### config.mk
export PLATFORM = sky130hd
export DESIGN_NAME = alu_pipe
export DESIGN_NICKNAME = d
export VERILOG_FILES = /design/src/rtl/alu_pkg.sv /design/src/rtl/alu_mul_iter.sv /design/src/rtl/alu_pipe.sv
export SDC_FILE = /design/constraint.sdc
export NUM_CORES = 1
export LEC_CHECK = 0
export CAP_MARGIN = 10
export CORE_ASPECT_RATIO = 1.25
export CORE_MARGIN = 5
export CORE_UTILIZATION = 40
export DETAILED_ROUTE_END_ITERATION = 16
export PLACE_DENSITY_LB_ADDON = 0.15
export SYNTH_ARGS = -nofsm -noshare
export SYNTH_HDL_FRONTEND = slang
export SYNTH_HIERARCHICAL = 1
export SYNTH_SLANG_ARGS = --single-unit
### constraint.sdc
create_clock -name clk -period 5.5 [get_ports clk]
set_input_delay 1.375 -clock clk [delete_from_list [all_inputs] [get_ports clk]]
set_output_delay 1.375 -clock clk [all_outputs]
set_load 0.01 [all_outputs]
### src/rtl/alu_pkg.sv
// rtl/alu_pkg.sv - opcode encoding and FSM state encoding shared by the ALU pipeline
package alu_pkg;

    localparam logic [2:0] OP_ADD = 3'b000;
    localparam logic [2:0] OP_SUB = 3'b001;
    localparam logic [2:0] OP_AND = 3'b010;
    localparam logic [2:0] OP_OR  = 3'b011;
    localparam logic [2:0] OP_XOR = 3'b100;
    localparam logic [2:0] OP_NOT = 3'b101;
    localparam logic [2:0] OP_SHL = 3'b110;
    localparam logic [2:0] OP_MUL = 3'b111;

    typedef enum logic [1:0] {
        ST_IDLE = 2'd0,
        ST_BUSY = 2'd1,
        ST_DONE = 2'd2
    } state_t;

endpackage

### src/rtl/alu_mul_iter.sv
// rtl/alu_mul_iter.sv - unsigned shift-add multiplier, one partial product per cycle, WIDTH iterations
module alu_mul_iter #(
    parameter int WIDTH = 8
) (
    input  logic             clk,
    input  logic             rst_n,
    input  logic             i_start,
    input  logic [WIDTH-1:0] i_a,
    input  logic [WIDTH-1:0] i_b,
    output logic             o_done,
    output logic [WIDTH-1:0] o_lo,
    output logic [WIDTH-1:0] o_hi
);

    localparam int CNT_W = $clog2(WIDTH) + 1;

    logic               r_busy;
    logic [CNT_W-1:0]   r_cnt;
    logic [2*WIDTH-1:0] r_prod;
    logic [2*WIDTH-1:0] r_mcand;
    logic [WIDTH-1:0]   r_mplier;
    logic [2*WIDTH-1:0] w_prod_next;

    // Product is exposed one step early so the owner can latch it on the final iteration edge.
    assign w_prod_next  = r_prod + (r_mplier[0] ? r_mcand : '0);
    assign o_done       = r_busy & (r_cnt == CNT_W'(WIDTH - 1));
    assign {o_hi, o_lo} = w_prod_next;

    always_ff @(posedge clk) begin
        if (!rst_n) begin
            r_busy   <= 1'b0;
            r_cnt    <= '0;
            r_prod   <= '0;
            r_mcand  <= '0;
            r_mplier <= '0;
        end else if (i_start) begin
            r_busy   <= 1'b1;
            r_cnt    <= '0;
            r_prod   <= '0;
            r_mcand  <= {{WIDTH{1'b0}}, i_a};
            r_mplier <= i_b;
        end else if (r_busy) begin
            r_prod   <= w_prod_next;
            r_mcand  <= r_mcand << 1;
            r_mplier <= r_mplier >> 1;
            r_cnt    <= r_cnt + 1'b1;
            if (o_done) begin
                r_busy <= 1'b0;
            end
        end
    end

endmodule

### src/rtl/alu_pipe.sv
// rtl/alu_pipe.sv - registered handshake ALU with accumulator chaining; ALU_PIPE_MUL_EN enables iterative MUL
module alu_pipe
    import alu_pkg::*;
#(
    parameter int WIDTH = 8,
    parameter int OP_W  = 3
) (
    input  logic             clk,
    input  logic             rst_n,
    input  logic             in_valid,
    output logic             in_ready,
    input  logic [WIDTH-1:0] a,
    input  logic [WIDTH-1:0] b,
    input  logic [OP_W-1:0]  op,
    input  logic             acc_sel,
    output logic             out_valid,
    input  logic             out_ready,
    output logic [WIDTH-1:0] result,
    output logic             carry_out,
    output logic             zero,
    output logic             negative,
    output logic             overflow,
    output logic             op_err
);

    localparam int SH_W = $clog2(WIDTH);

    state_t           r_state;
    state_t           w_next_state;
    logic [WIDTH-1:0] r_acc;
    logic [WIDTH-1:0] r_result;
    logic             r_carry;
    logic             r_zero;
    logic             r_neg;
    logic             r_ovf;
    logic             r_err;

    logic             w_accept;
    logic             w_is_mul;
    logic             w_mul_done;
    logic [WIDTH-1:0] w_a;
    logic [WIDTH-1:0] w_b_eff;
    logic             w_cin;
    logic [WIDTH:0]   w_sum;
    logic [WIDTH-1:0] w_res;
    logic             w_carry;
    logic             w_ovf;
    logic             w_err;

    assign w_accept = in_valid & in_ready;
    assign w_a      = acc_sel ? r_acc : a;

`ifdef ALU_PIPE_MUL_EN
    logic [WIDTH-1:0] w_mul_lo;
    logic [WIDTH-1:0] w_mul_hi;

    assign w_is_mul = (op == OP_MUL);

    alu_mul_iter #(.WIDTH(WIDTH)) u_mul (
        .clk     (clk),
        .rst_n   (rst_n),
        .i_start (w_accept & w_is_mul),
        .i_a     (w_a),
        .i_b     (b),
        .o_done  (w_mul_done),
        .o_lo    (w_mul_lo),
        .o_hi    (w_mul_hi)
    );
`else
    assign w_is_mul   = 1'b0;
    assign w_mul_done = 1'b0;
`endif

    always_ff @(posedge clk) begin
        if (!rst_n) begin
            r_state <= ST_IDLE;
        end else begin
            r_state <= w_next_state;
        end
    end

    always_comb begin
        w_next_state = r_state;
        case (r_state)
            ST_IDLE: if (w_accept) w_next_state = w_is_mul ? ST_BUSY : ST_DONE;
            ST_BUSY: if (w_mul_done) w_next_state = ST_DONE;
            ST_DONE: begin
                if (w_accept) begin
                    w_next_state = w_is_mul ? ST_BUSY : ST_DONE;
                end else if (out_ready) begin
                    w_next_state = ST_IDLE;
                end
            end
            default: w_next_state = ST_IDLE;
        endcase
    end

    always_comb begin
        in_ready  = (r_state == ST_IDLE) | ((r_state == ST_DONE) & out_ready);
        out_valid = (r_state == ST_DONE);
    end

    // Subtraction reuses the adder as a + ~b + 1, so carry is the inverted borrow.
    always_comb begin
        w_b_eff = b;
        w_cin   = 1'b0;
        w_sum   = '0;
        w_res   = '0;
        w_carry = 1'b0;
        w_ovf   = 1'b0;
        w_err   = 1'b0;
        case (op)
            OP_ADD, OP_SUB: begin
                if (op == OP_SUB) begin
                    w_b_eff = ~b;
                    w_cin   = 1'b1;
                end
                w_sum   = {1'b0, w_a} + {1'b0, w_b_eff} + {{WIDTH{1'b0}}, w_cin};
                w_res   = w_sum[WIDTH-1:0];
                w_carry = w_sum[WIDTH];
                w_ovf   = (w_a[WIDTH-1] == w_b_eff[WIDTH-1]) & (w_res[WIDTH-1] != w_a[WIDTH-1]);
            end
            OP_AND: w_res = w_a & b;
            OP_OR:  w_res = w_a | b;
            OP_XOR: w_res = w_a ^ b;
            OP_NOT: w_res = ~w_a;
            OP_SHL: w_res = w_a << b[SH_W-1:0];
`ifdef ALU_PIPE_MUL_EN
            OP_MUL: w_err = 1'b0;
`else
            OP_MUL: w_err = 1'b1;
`endif
            default: w_err = 1'b1;
        endcase
    end

    always_ff @(posedge clk) begin
        if (!rst_n) begin
            r_acc    <= '0;
            r_result <= '0;
            r_carry  <= 1'b0;
            r_zero   <= 1'b0;
            r_neg    <= 1'b0;
            r_ovf    <= 1'b0;
            r_err    <= 1'b0;
        end else begin
            if (out_valid & out_ready) begin
                r_acc <= r_result;
            end
            if (w_accept & ~w_is_mul) begin
                r_result <= w_res;
                r_carry  <= w_carry;
                r_zero   <= (w_res == '0);
                r_neg    <= w_res[WIDTH-1];
                r_ovf    <= w_ovf;
                r_err    <= w_err;
            end
`ifdef ALU_PIPE_MUL_EN
            else if ((r_state == ST_BUSY) & w_mul_done) begin
                r_result <= w_mul_lo;
                r_carry  <= |w_mul_hi;
                r_zero   <= (w_mul_lo == '0);
                r_neg    <= w_mul_lo[WIDTH-1];
                r_ovf    <= 1'b0;
                r_err    <= 1'b0;
            end
`endif
        end
    end

    assign result    = r_result;
    assign carry_out = r_carry;
    assign zero      = r_zero;
    assign negative  = r_neg;
    assign overflow  = r_ovf;
    assign op_err    = r_err;

endmodule
==> key figures <==
Clock network
  – Skew-Pair Late Insertion Delay: 250 ps
  – Setup Fix Bufs, Post-CTS: 0
  – H-Tree Depth: 1
  – Clk slew on worst S/H paths: ~80 ps
  – Total CTS buffers: 3
  – Clock Sinks: 21
  – Post-CTS Resized: 0
  – CTS tree: done
  – Root buf cell: clkbuf_8
  – Hold buffer count at CTS: 0
  – CTS Buffer Depth: 2

Power
  – Pleak: between 1 and 1.5 nW
  – PwrDens: 171 nW/um^2
  – Psw: around 0.16 mW
  – Reg power frac: 35.7%
  – Maximum vdd drop: about 0.22 mV
  – Clock network power share: between 20% and 30%
  – Gate power share: ~43%
  – Internal: around 0.31 mW
  – Net Sw Frac: 34.6%

Timing
  – Final hold vios: 0
  – Worst slew margin: a little under three fifths
  – Final Skew: between 5 and 6 ps
  – Fmax: approximately 0.22 GHz
  – Endpoints failing setup: 0
  – TNS Setup: 0 ps
  – Worst Tran Pin Value: ~650 ps
  – Final slew viol count: 0
  – Crit path time final: between 4000 and 5000 ps
  – Tcrit/Tclk final: 82.3%
  – RSZ-0062 raised after global routing: no

Worst setup path
  – Reg2reg path depth: 10
  – Worst endpoint required time: 5680 ps
  – Cells along the critical path: clkdlybuf4s50_1 > nor2_1 > and2_1 > xnor2_1 > fa_1 > a21o_1 > a211oi_1 > nor3_1 > a2111o_1 > nor4_2 > nand4_1 > o31ai_2
  – Element type at the critical path end: register
  – Worst r2r src: r_acc[0]
  – R2R Path End: zero
  – Setup crit start kind: input pin
  – WS Path Type: input pin to register
  – R2R Setup Slk: 2570 ps
  – Slowest-stage cell, CP: fa_1
  – Critical path peak fanout: 7
  – WP data arrival: between 4000 and 5000 ps
  – Largest stage delay, worst path: 470 ps

Synthesis
  – Area leader, netlist: dfxtp_1
  – Async S/R FF share, synth: 0%
  – Ys Warns: 6
  – Commonest cells in the netlist: nand2_1 (26), ha_1 (24), inv_1 (24), dfxtp_1 (21), nor2_1 (19)
  – Post-synth EDFFs: 0
  – Average footprint of a synthesized cell: ~8.2 um^2
  – Netlist cell types: between 50 and 60
  – Most common flop cell mapped by yosys: dfxtp_1
  – Sequential area share after synthesis: a little under a fifth
  – Cells after Synth: about 280
  – Mux contribution to synthesized area: around an eighth
  – Synth Area in Compound Gates: 24.1%
  – Yosys reg bits: 21
  – Most common cell in the netlist: nand2_1
  – Syn nets: around 330
  – Xor/xnor cell area share of the yosys netlist: around 3.5%
  – Area of the mapped netlist: about 2300 um^2
  – Main combinational cell family by area after synthesis: compound AO/OA/AOI/OAI gates
  – Top-area cell type share of the netlist area: 18.6%
  – Top cells by area, synth: dfxtp_1 (19%), ha_1 (13%), mux2i_1 (5.3%)
  – Post-synthesis adder-cell area fraction: roughly 14%
  – Post-Synth Simple-Gate Area: around a fifth

Final layout
  – Sequential cell area: 420 um^2
  – Antenna diodes: 0
  – Layout cell share with drive strength beyond 1: about a tenth
  – Area of the multi-input gates: between 1500 and 2000 um^2
  – Post-route insts no fill: 373
  – Nets: 359
  – # fillers: between 500 and 600
  – Area delta synth->final: 21.1%

Place
  – PortBufs: 38
  – Gpl congestion: 0.930
  – Post-DP HPWL: 5.05 mm
  – Dpl cells: about 370

Run
  – Max Cap Viol: 0

Global route
  – Vias in the first global route: between 2000 and 2500
  – Antenna violations before repair: 0
  – First-pass GRT wire length: ~11 mm
  – GR Overflow Total: 0
  – Maximum number of pins on one net before global-route repair: 24
  – GRT Total Usage: between 10% and 20%

Routing
  – Initial DRC Count: between 200 and 250
  – Post-DRT Antenna Nets: 0
  – WL/cell: 17.0 um
  – Vias/cell: between 5 and 6
  – DRC violations left: 0
  – DR vias: roughly 2200
  – Pre-antenna DRT Iters: 4
  – Final WL: 6.35 mm

Outcome
  – Status: complete, no violations

Floorplan
  – I/O pin cnt: 39
  – Core area: between 5000 and 6000 um^2
  – Initial core utilization: between 40% and 50%
  – Die Wd: roughly 77 um
  – Die height: 93.9 um
  – Area of the die: 7250 um^2
  – # rows: 30

Min path
  – WHS Path Cells: 2
  – Hold Path End: r_acc[5]
  – Hold Path Class: register to register
  – Worst hold start: r_acc[5]
[cell usage in the layout (no fill, tap or decap), types with 8 or more instances in the layout]
cell,synthesis,routed
clkdlybuf4s50_1,0,38
nand2_1,26,26
inv_1,24,24
ha_1,24,24
dfxtp_1,21,21
nor2_1,19,19
a21oi_1,13,13
mux2i_1,12,12
nand3_1,12,12
a21boi_0,12,12
xnor2_1,9,9
o21ai_0,8,8
[worst max-delay path, delay by kind of cell]
kind                     cells  cell delay, ps
AND/OR/NAND/NOR              5            1210
XOR/XNOR                     1             180
adder cells (fa/ha/maj)      1             470
AO/OA/AOI/OAI                4            1050
buffers and inverters        1             410
[power groups by stage]
stage / clock, mW / sequential [mW] / combinational [mW]
2_1_floorplan: 0 / 0.171 / 0.130
6_report: 0.0979 / 0.167 / 0.202
4_1_cts: 0.0989 / 0.167 / 0.202
3_3_place_gp: 0 / 0.170 / 0.200
5_1_grt: 0.104 / 0.168 / 0.223
3_5_place_dp: 0 / 0.170 / 0.200
[registers in the layout, indices dropped and copies added, names as in the netlist]
| name | cells |
|---|---|
| result | 8 |
| carry_out | 1 |
| r_acc | 8 |
| overflow | 1 |
| op_err | 1 |
| zero | 1 |
| r_state | 1 |
[through the flow]
stage / power, mW / hold slack, ps / area [um^2] / utilization [%] / setup slack, ps
after global routing: 0.495 / 496 / 2730 / 50.2 / 702
after floorplan: 0.300 / 440 / 2250 / - / 977
after CTS: 0.467 / 473 / 2730 / 50.2 / 980
final: 0.467 / 470 / 2730 / 50.2 / 971
after detailed placement: 0.370 / 463 / 2690 / 49.3 / 716
after global placement: 0.370 / 457 / 2690 / 49.3 / 820
[layout make-up]
type                            count  share of cell area, %
Clock buffer                        4                   1.65
Timing Repair Buffer               43                   15.3
Inverter                           25                   3.44
Multi-Input combinational cell    216                   61.3
Sequential cell                    21                   15.4
Tap cell                           64                   2.93
[kinds of logic (layout without fill, tap and decap cells)]
logic type,Yosys count,after routing
adder cells (fa/ha/maj),25,25
multiplexers,22,22
buffers and inverters,39,72
AO/OA/AOI/OAI,72,72
flip-flops,21,21
AND/OR/NAND/NOR,88,88
XOR/XNOR,9,9
[layer usage]
layer	wire [um]	track usage (%)	up-vias	part of all wire (%)
li1	-	-	1065	-
met1	2780	22.7	1021	44
met2	3140	31.5	58	49
met3	337	2.21	8	5.3
met4	92	4.44	0	1.4
met5	0	0	-	0
[how the worst max path moves through the flow]
stage	start	to	slack, ps
6_report	op[1]	zero	970
3_3_place_gp	op[1]	zero	820
3_5_place_dp	op[1]	zero	720
5_1_grt	op[2]	zero	700
4_1_cts	op[1]	zero	980
2_1_floorplan	op[0]	zero	980
(Power assumes the default switching activity.)
